[config.mk]
export PLATFORM = sky130hd
export DESIGN_NAME = register_write_arbiter
export DESIGN_NICKNAME = d
export VERILOG_FILES = /design/src/rtl/arb_pkg.sv /design/src/rtl/rr_priority_pick.sv /design/src/rtl/register_write_arbiter.sv
export SDC_FILE = /design/constraint.sdc
export NUM_CORES = 1
export LEC_CHECK = 0
export CAP_MARGIN = 15
export CELL_PAD_IN_SITES_DETAIL_PLACEMENT = 0
export CELL_PAD_IN_SITES_GLOBAL_PLACEMENT = 2
export CORE_ASPECT_RATIO = 0.7
export CORE_MARGIN = 1
export CORE_UTILIZATION = 20
export DETAILED_ROUTE_END_ITERATION = 8
export PLACE_DENSITY = 0.89
export SETUP_SLACK_MARGIN = 0.4
export SYNTH_ARGS = -nofsm -noshare
export SYNTH_HDL_FRONTEND = slang
export SYNTH_SLANG_ARGS = --single-unit
[constraint.sdc]
create_clock -name Clock -period 2.34 [get_ports Clock]
set_input_delay 0.468 -clock Clock [delete_from_list [all_inputs] [get_ports Clock]]
set_output_delay 0.468 -clock Clock [all_outputs]
set_load 0.01 [all_outputs]
[src/rtl/arb_pkg.sv]
// Shared definitions for the register write arbiter: FSM state encoding and default sizes.
package arb_pkg;
    localparam int N_REQ_DEF = 4;
    localparam int WIDTH_DEF = 32;

    typedef enum logic [1:0] {
        IDLE   = 2'd0,
        GRANT  = 2'd1,
        LOCKED = 2'd2
    } arb_state_t;
endpackage

[src/rtl/rr_priority_pick.sv]
// Combinational round-robin pick: the first set request at or above ptr, wrapping to 0.
import arb_pkg::*;

module rr_priority_pick #(
    parameter int N_REQ = N_REQ_DEF,
    parameter int PW    = $clog2(N_REQ)
) (
    input  logic [N_REQ-1:0] req,
    input  logic [PW-1:0]    ptr,
    output logic [PW-1:0]    winner,
    output logic             any_valid
);
    logic [N_REQ-1:0] at_or_above;
    logic             hi_found;
    logic [PW-1:0]    hi_idx;
    logic [PW-1:0]    lo_idx;

    for (genvar gi = 0; gi < N_REQ; gi++) begin : g_mask
        assign at_or_above[gi] = (PW'(gi) >= ptr);
    end

    // Scanning downward leaves the lowest matching index in each candidate.
    always_comb begin
        hi_found  = 1'b0;
        hi_idx    = '0;
        lo_idx    = '0;
        any_valid = 1'b0;
        for (int i = N_REQ - 1; i >= 0; i--) begin
            if (req[i]) begin
                any_valid = 1'b1;
                lo_idx    = PW'(i);
                if (at_or_above[i]) begin
                    hi_found = 1'b1;
                    hi_idx   = PW'(i);
                end
            end
        end
        winner = hi_found ? hi_idx : lo_idx;
    end
endmodule

[src/rtl/register_write_arbiter.sv]
// Round-robin arbiter writing one requester's data into a shared register per edge.
// Define ARB_LOCK_EN to add the Lock port and the LOCKED burst state.
import arb_pkg::*;

module register_write_arbiter #(
    parameter int N_REQ = N_REQ_DEF,
    parameter int WIDTH = WIDTH_DEF,
    parameter int PW    = $clog2(N_REQ)
) (
    input  logic                   Clock,
    input  logic                   Reset,
    input  logic [N_REQ-1:0]       Req,
    input  logic [N_REQ*WIDTH-1:0] Data_In,
`ifdef ARB_LOCK_EN
    input  logic [N_REQ-1:0]       Lock,
`endif
    output logic [N_REQ-1:0]       Grant,
    output logic [WIDTH-1:0]       Data_Out,
    output logic [PW-1:0]          Owner,
    output logic                   Valid
);
    arb_state_t       state_reg;
    logic [PW-1:0]    ptr_reg;
    logic [PW-1:0]    ptr_next;
    logic [N_REQ-1:0] eff_req;
    logic [PW-1:0]    pick_winner;
    logic             pick_valid;
    logic             wr_en;
    logic [PW-1:0]    wr_idx;
    logic [N_REQ-1:0] wr_onehot;
    logic [WIDTH-1:0] data_arr [N_REQ];

    for (genvar gi = 0; gi < N_REQ; gi++) begin : g_unpack
        assign data_arr[gi] = Data_In[gi*WIDTH +: WIDTH];
    end

    // Masking with the current grant stops a held request from winning twice in a row.
    assign eff_req = Req & ~Grant;

    rr_priority_pick #(.N_REQ(N_REQ), .PW(PW)) u_pick (
        .req       (eff_req),
        .ptr       (ptr_reg),
        .winner    (pick_winner),
        .any_valid (pick_valid)
    );

    assign ptr_next  = (pick_winner == PW'(N_REQ - 1)) ? '0 : pick_winner + PW'(1);
    assign wr_onehot = N_REQ'(1) << wr_idx;

    always_comb begin
        wr_idx = pick_winner;
        wr_en  = pick_valid;
`ifdef ARB_LOCK_EN
        if (state_reg == LOCKED) begin
            wr_idx = Owner;
            wr_en  = Lock[Owner] & Req[Owner];
        end
`endif
    end

    always_ff @(posedge Clock or negedge Reset) begin
        if (!Reset) begin
            state_reg <= IDLE;
            ptr_reg   <= '0;
            Grant     <= '0;
            Owner     <= '0;
            Valid     <= 1'b0;
        end else begin
            Grant <= wr_en ? wr_onehot : '0;
            Valid <= wr_en;
            if (wr_en) begin
                Owner <= wr_idx;
            end
            case (state_reg)
                IDLE, GRANT: begin
                    if (pick_valid) begin
                        ptr_reg <= ptr_next;
`ifdef ARB_LOCK_EN
                        state_reg <= Lock[pick_winner] ? LOCKED : GRANT;
`else
                        state_reg <= GRANT;
`endif
                    end else begin
                        state_reg <= IDLE;
                    end
                end
`ifdef ARB_LOCK_EN
                // Ptr already points past the owner from the entry edge.
                LOCKED: begin
                    if (!Lock[Owner]) begin
                        state_reg <= IDLE;
                    end
                end
`endif
                default: state_reg <= IDLE;
            endcase
        end
    end

    // Shared storage register, enabled by the write decision.
    always_ff @(posedge Clock or negedge Reset) begin
        if (!Reset) begin
            Data_Out <= '0;
        end else if (wr_en) begin
            Data_Out <= data_arr[wr_idx];
        end
    end
endmodule

======== Yosys cells after proc, flatten, opt, wreduce, memory -nomap -nowiden ========
Cells that the tools add are included.
word-level totals
  output and inout port bits .............. 39
  logic and storage cells ................. 53
  register bits ........................... 43
  bits of input ports ..................... 134
cells by class
  reduce and logical (&&, ||, !) cells .... 3
  $add $sub $neg .......................... 1
  order comparisons ....................... 5
  mux-type cells .......................... 32
  equality and inequality tests ........... 2
  shift operators ......................... 1
  bitwise logic cells ..................... 3
operators with widths
  operator                                                                             number
  32-bit binary-select mux with 2-bit select                                           1
  32-bit two-way mux                                                                   2
  2-bit two-way mux                                                                    15
  1-bit two-way mux                                                                    13
  4-bit AND                                                                            1
  1-bit by 2-bit greater-or-equal comparator with 1-bit output (first input constant)  2
  2-bit greater-or-equal comparator (first input constant)                             2
  4-bit two-way mux                                                                    1
  4-bit inverter                                                                       1
  1-bit by 2-bit left shift with 4-bit output (first input constant)                   1
  3-bit greater-or-equal comparator (second input constant)                            1
  2-bit inverter with 3-bit output                                                     1
  2-bit by 1-bit adder with 2-bit output (second input constant)                       1
  2-bit by 1-bit equality test with 1-bit output (second input constant)               1
  2-bit equality test (second input constant)                                          1
  2-bit logical NOT                                                                    1
  2-bit AND reduction                                                                  1
  2-bit OR reduction                                                                   1

======== Longest topological paths before layout ========
  depth in word-level cells ............... 14
  depth in mapped cells ................... 9
  mapped depth without buffers ............ 7

======== Hierarchy ========
From an unflattened synthesis, not the netlist that was laid out.
second synthesis, totals
  cell total of the unflattened synthesis .. 220
  area, all modules ....................... 2,536.2 um^2
modules (own cells, without submodules)
  module                  seq. area each (um^2)  instances  cells an instance  area an instance (um^2)
  register_write_arbiter  1,026.0                1          209                2,464.9
  rr_priority_pick        0.0                    1          11                 71.3

======== Worst setup path before layout ========
OpenSTA, ideal clock, no wires.
  path type ............................... flip-flop to flip-flop
  start point ............................. register Grant[0]
  end point ............................... register Data_Out[10]
  stages on the path, launching flop included .. 7
  data arrival time ....................... 2.018 ns
  setup time .............................. 0.126 ns
  clock period less this slack ............ 2.144 ns
  buffers on the path ..................... 1
  data required time ...................... 2.214 ns
  slack ................................... 0.196 ns
  cells stage by stage .................... dfrtp_1 -> or4b_4 -> o211a_4 -> nand2_4 -> buf_4 -> mux2_1 -> a221o_1
between the ends
  cells in the longest elaborated chain, start to end .. 8
  elaborated cells between the ends (all ways) .. 11
RTL lines
  element                                                 line                           text
  from (decl)                                             register_write_arbiter.sv:17   output logic [N_REQ-1:0] Grant,
  from (signal assigned)                                  register_write_arbiter.sv:69   Grant <= wr_en ? wr_onehot : '0;
  4-bit inverter *                                        register_write_arbiter.sv:38   assign eff_req = Req & ~Grant;
  4-bit AND *                                             register_write_arbiter.sv:38
  2-bit two-way mux or 1-bit two-way mux (tied branches)  rr_priority_pick.sv:29         if (req[i]) begin
  2-bit two-way mux                                       rr_priority_pick.sv:38         winner = hi_found ? hi_idx : lo_idx;
  2-bit inverter with 3-bit output (not written as such)  register_write_arbiter.sv:105  Data_Out <= data_arr[wr_idx];
  32-bit binary-select mux with 2-bit select              register_write_arbiter.sv:105
  32-bit two-way mux (not written as such) (2 in a row)   register_write_arbiter.sv:105
  to (signal assigned)                                    register_write_arbiter.sv:105
  to (decl)                                               register_write_arbiter.sv:18   output logic [WIDTH-1:0] Data_Out,
Mark *: on every way between the ends. The rest lies on a longest branch, timed or not. The select of a mux whose other input is x is not followed.
A chain may end at the register's enable or synchronous reset.

======== Final worst setup path ========
  start point ............................. register ptr_reg[1]
  end point ............................... register Data_Out[22]
between the ends
  cells in the longest elaborated chain, start to end .. 14
  elaborated cells between the ends (all ways) .. 25
RTL lines
  element                                                   line                           text
  from (decl)                                               register_write_arbiter.sv:23   logic [PW-1:0] ptr_reg;
  from (signal assigned)                                    register_write_arbiter.sv:77   ptr_reg <= ptr_next;
  2-bit greater-or-equal comparator                         rr_priority_pick.sv:19         assign at_or_above[gi] = (PW'(gi) >= ptr);
  2-bit two-way mux or 1-bit two-way mux (tied branches)    rr_priority_pick.sv:32         if (at_or_above[i]) begin
  2-bit two-way mux or 1-bit two-way mux (tied branches)    rr_priority_pick.sv:29
  2-bit two-way mux or 1-bit two-way mux (tied branches)    rr_priority_pick.sv:32
  2-bit two-way mux or 1-bit two-way mux (tied branches)    rr_priority_pick.sv:29
  2-bit two-way mux or 1-bit two-way mux (tied branches)    rr_priority_pick.sv:32
  2-bit two-way mux or 1-bit two-way mux (tied branches)    rr_priority_pick.sv:29
  2-bit two-way mux or 1-bit two-way mux (tied branches)    rr_priority_pick.sv:32
  2-bit two-way mux or 1-bit two-way mux (tied branches)    rr_priority_pick.sv:29
  2-bit two-way mux *                                       rr_priority_pick.sv:38
  2-bit inverter with 3-bit output (not written as such) *  register_write_arbiter.sv:105
  32-bit binary-select mux with 2-bit select *              register_write_arbiter.sv:105
  32-bit two-way mux (not written as such) * (2 in a row)   register_write_arbiter.sv:105
Marked as above.

==> results.ini <==
[status]
status=complete, no violations

[detailed_routing]
vias=2963
drc_errors=0
first_pass_iters=4
post_drt_wl_per_cell_um=17.74
drt_iter0_markers=108
wl_mm=11.18
ant_nets=0
viasPerCell=4.703

[die]
die_w_um=139.3
dieArea_mm2=0.01366
die_y_um=98.10
io_pins=173
start_util_pct=20.89
core_region_area_mm2=0.01263
rows=34

[yosys]
synth.area.mux_share_pct=12.99
synth.area.top_cells=dfrtp_1, mux2_1, a221o_1
yosys.area_share.adder_pct=0.4742
synth-seq-cells=41
synth.top_cell.area_share_pct=38.88
synthSimpleGateAreaFrac_pct=14.60
syn_nets=398
synth_top_family_by_area=compound AO/OA/AOI/OAI gates
syn_area_mm2=0.002639
synthXorXnorAreaFrac_pct=0
yosys_warnings=0
ys_seq_area_share_pct=38.88
ys_types=37
synth_area_per_cell_um2=10.03
yosysTopAreaCell=dfrtp_1
postSynthCellCount=263
synth_compound_area_share_pct=27.88

[global_route]
grt_usage_pct=16.63
grt_max_degree=33
antenna_found_initial=0
grt_pass1_wl_mm=17.77
globalRoute.totalOverflow=0
grt_pass1_vias=3225

[timing]
slew_viol_final=0
fin_crit_ns=2.083
finalWorstSetupSlack_ns=0.2573
rsz0062_at_grt=true
fin_crit_sh_pct=89.01
hold_viol=0
slew_headroom_pct=66.85
worstMarginPinSlew_ns=0.4972
finClkSkew_ns=0.005591
fin_tns_setup_ns=0
fmaxAchievable_mhz=480.1
setup_viol=0

[pwr]
ir_drop_mv=0.3936
p_total_mw=7.234
p_leak_nw=2.220
powerDensity_mw_per_mm2=1312

[clocking]
cts_tree=yes
clock_latency_ns=0.28
clock-sinks=41
cts_buffers=5
htreeDepth=2
clock-root-buffer=clkbuf_16
clk_pin_slew_worst_paths_ns=0.06
cts_max_path_buffers=2

[cells_and_area]
drive_gt1_share_pct=27.78
multiInputGateArea_mm2=0.001841
register_area_mm2=0.001026
reg_top3=Data_Out: 32 flops, Grant: 4 flops
areaGrowthSynthToFinish_pct=109.0
nets=602
fillers=1176
antenna_cells=0
final_cell_area_mm2=0.005515
fin_cells=630
largest_reg_flops=32
regMostFlops=Data_Out

[setup_path]
critPathTopFamily=simple AND/OR/NAND/NOR gates
cpMaxStageDelayCell=or4b_4
crit_path_max_incr_delay_ns=0.51
crit_buf_inv=1
worstSetupStartpoint=ptr_reg[1]
r2r-start=ptr_reg[1]
worstSetupPathType=register to register
cp_max_fo=7
worst_r2r_path_depth=6
end_kind=register
worstPathRequired_ns=2.50
crit_cells=6
arrival_ns=2.24
start_kind=register
cp_cell_sequence=or4b_4, o211a_4, nand2_8, buf_12, mux2_4, a221o_1

[placement]
port_buffers=172
dp_hpwl_mm=7.650
dp.cells=607
placed_area_mm2=0.004825
place_congestion=0.7778
dp_slack_ns=-0.3250

[flow_run]
maxCapViolCount=0

[worst_hold_path]
hold_class=input pin to asynchronous set/reset pin

-- layer usage --
metal  vias up  wire (um)  track usage (%)
met4         0         58            2.735
met5         -          0                0
li1       1418          -                -
met3         4        751            3.825
met1      1427       5337            22.77
met2       114       5032            26.98
-- Yosys cell counts --
cell / count
o21a_1: 2
mux2_1: 18
nor2_1: 17
o21ai_0: 18
ha_1: 1
nand2_4: 1
a21oi_1: 19
a221o_1: 18
buf_1: 1
and2_1: 3
a2bb2oi_2: 1
and3_1: 14
nor3_1: 1
a211oi_2: 13
o21ai_1: 1
nor2b_1: 1
o211a_4: 1
nand4bb_1: 1
buf_2: 3
o211ai_2: 1
or4b_4: 1
buf_12: 1
nand2_1: 7
and4_1: 1
inv_2: 3
buf_6: 2
clkbuf_1: 15
o21ai_2: 2
dfrtp_1: 41
buf_4: 1
or3b_1: 1
and3b_1: 1
nand3_1: 18
nand2b_1: 4
a211oi_1: 15
mux2i_1: 14
o31ai_2: 1
-- worst reg2reg max path: cells and delay by family (launching register included) --
| kind | cells | cell delay [ns] |
|---|---|---|
| AOI/OAI and AO/OA | 2 | 0.47 |
| and+or+nand+nor | 2 | 0.62 |
| muxes | 1 | 0.31 |
| DFF | 1 | 0.42 |
| buffers and inverters | 1 | 0.15 |
-- layout by cell type, fill, tap and decap left out, types with 2 or more instances in the layout --
master and instances:
clkdlybuf4s50_1 168, mux2i_4 9, mux2i_2 2, nand2b_1 4
nor2_1 17, o21ai_4 2, dlygate4sd2_1 2, o21ai_0 17
a221o_1 18, a21oi_1 18, clkbuf_16 5, nand2_1 7
inv_2 3, buf_16 4, and3_1 13, buf_12 8
a211oi_1 2, and2_1 2, o21a_1 2, a211oi_2 25
nand3_1 18, dfrtp_1 41, mux2i_1 3, a2bb2oi_4 2
buf_6 4, mux2_4 18, buf_4 31
-- area by class of cell --
| class | instances | area share (%) |
|---|---|---|
| Clock buffer | 7 | 2.586 |
| Clock inverter | 1 | 0.5445 |
| Inverter | 3 | 0.2042 |
| Multi-Input combinational cell | 197 | 33.37 |
| Sequential cell | 41 | 18.60 |
| Tap cell | 162 | 3.675 |
| Timing Repair Buffer | 219 | 41.02 |
-- stage by stage --
step	utilization [%]	hold slack (ns)
after floorplan	-	0.1724
after global placement	38.19	0.4618
after detailed placement	38.19	0.4616
after CTS	42.36	0.1616
after global routing	43.65	0.1848
final	43.65	0.1502
-- timing repair --
action / 4_1_cts / 5_1_grt
setup endpoints to repair: 40 / 36
buffers inserted: 10 / 1
pin swaps: 7 / 7
hold buffers: 0 / 0
resized for setup: 42 / 28
gates cloned: 4 / 0
-- power by group --
group / internal, mW / total [mW] / switching [mW]
combinational: 2.84 / 5.13 / 2.29
sequential: 1.08 / 1.29 / 0.212
clock: 0.533 / 0.808 / 0.275
-- path summary, 6_finish.rpt --
path / endpoint / slack [ns]
setup / recovery: Data_Out[22] / 0.26
hold / removal: Data_Out[0] / 0.15
setup reg to reg: Data_Out[22] / 0.26
hold reg to reg: Owner[0] / 0.48
max in group asynchronous: Data_Out[11] / 1.57
min in group Clock: Owner[0] / 0.48
-- cell families (layout without fill, tap and decap cells) --
kind of cell    count (synthesis)  in the layout
compound gates                 92             93
simple gates                   71             71
flops                          41             41
mux                            32             32
buf+inv                        26            230
fa+ha+maj                       1              1
No activity file was read; power rests on OpenSTA's default activity.
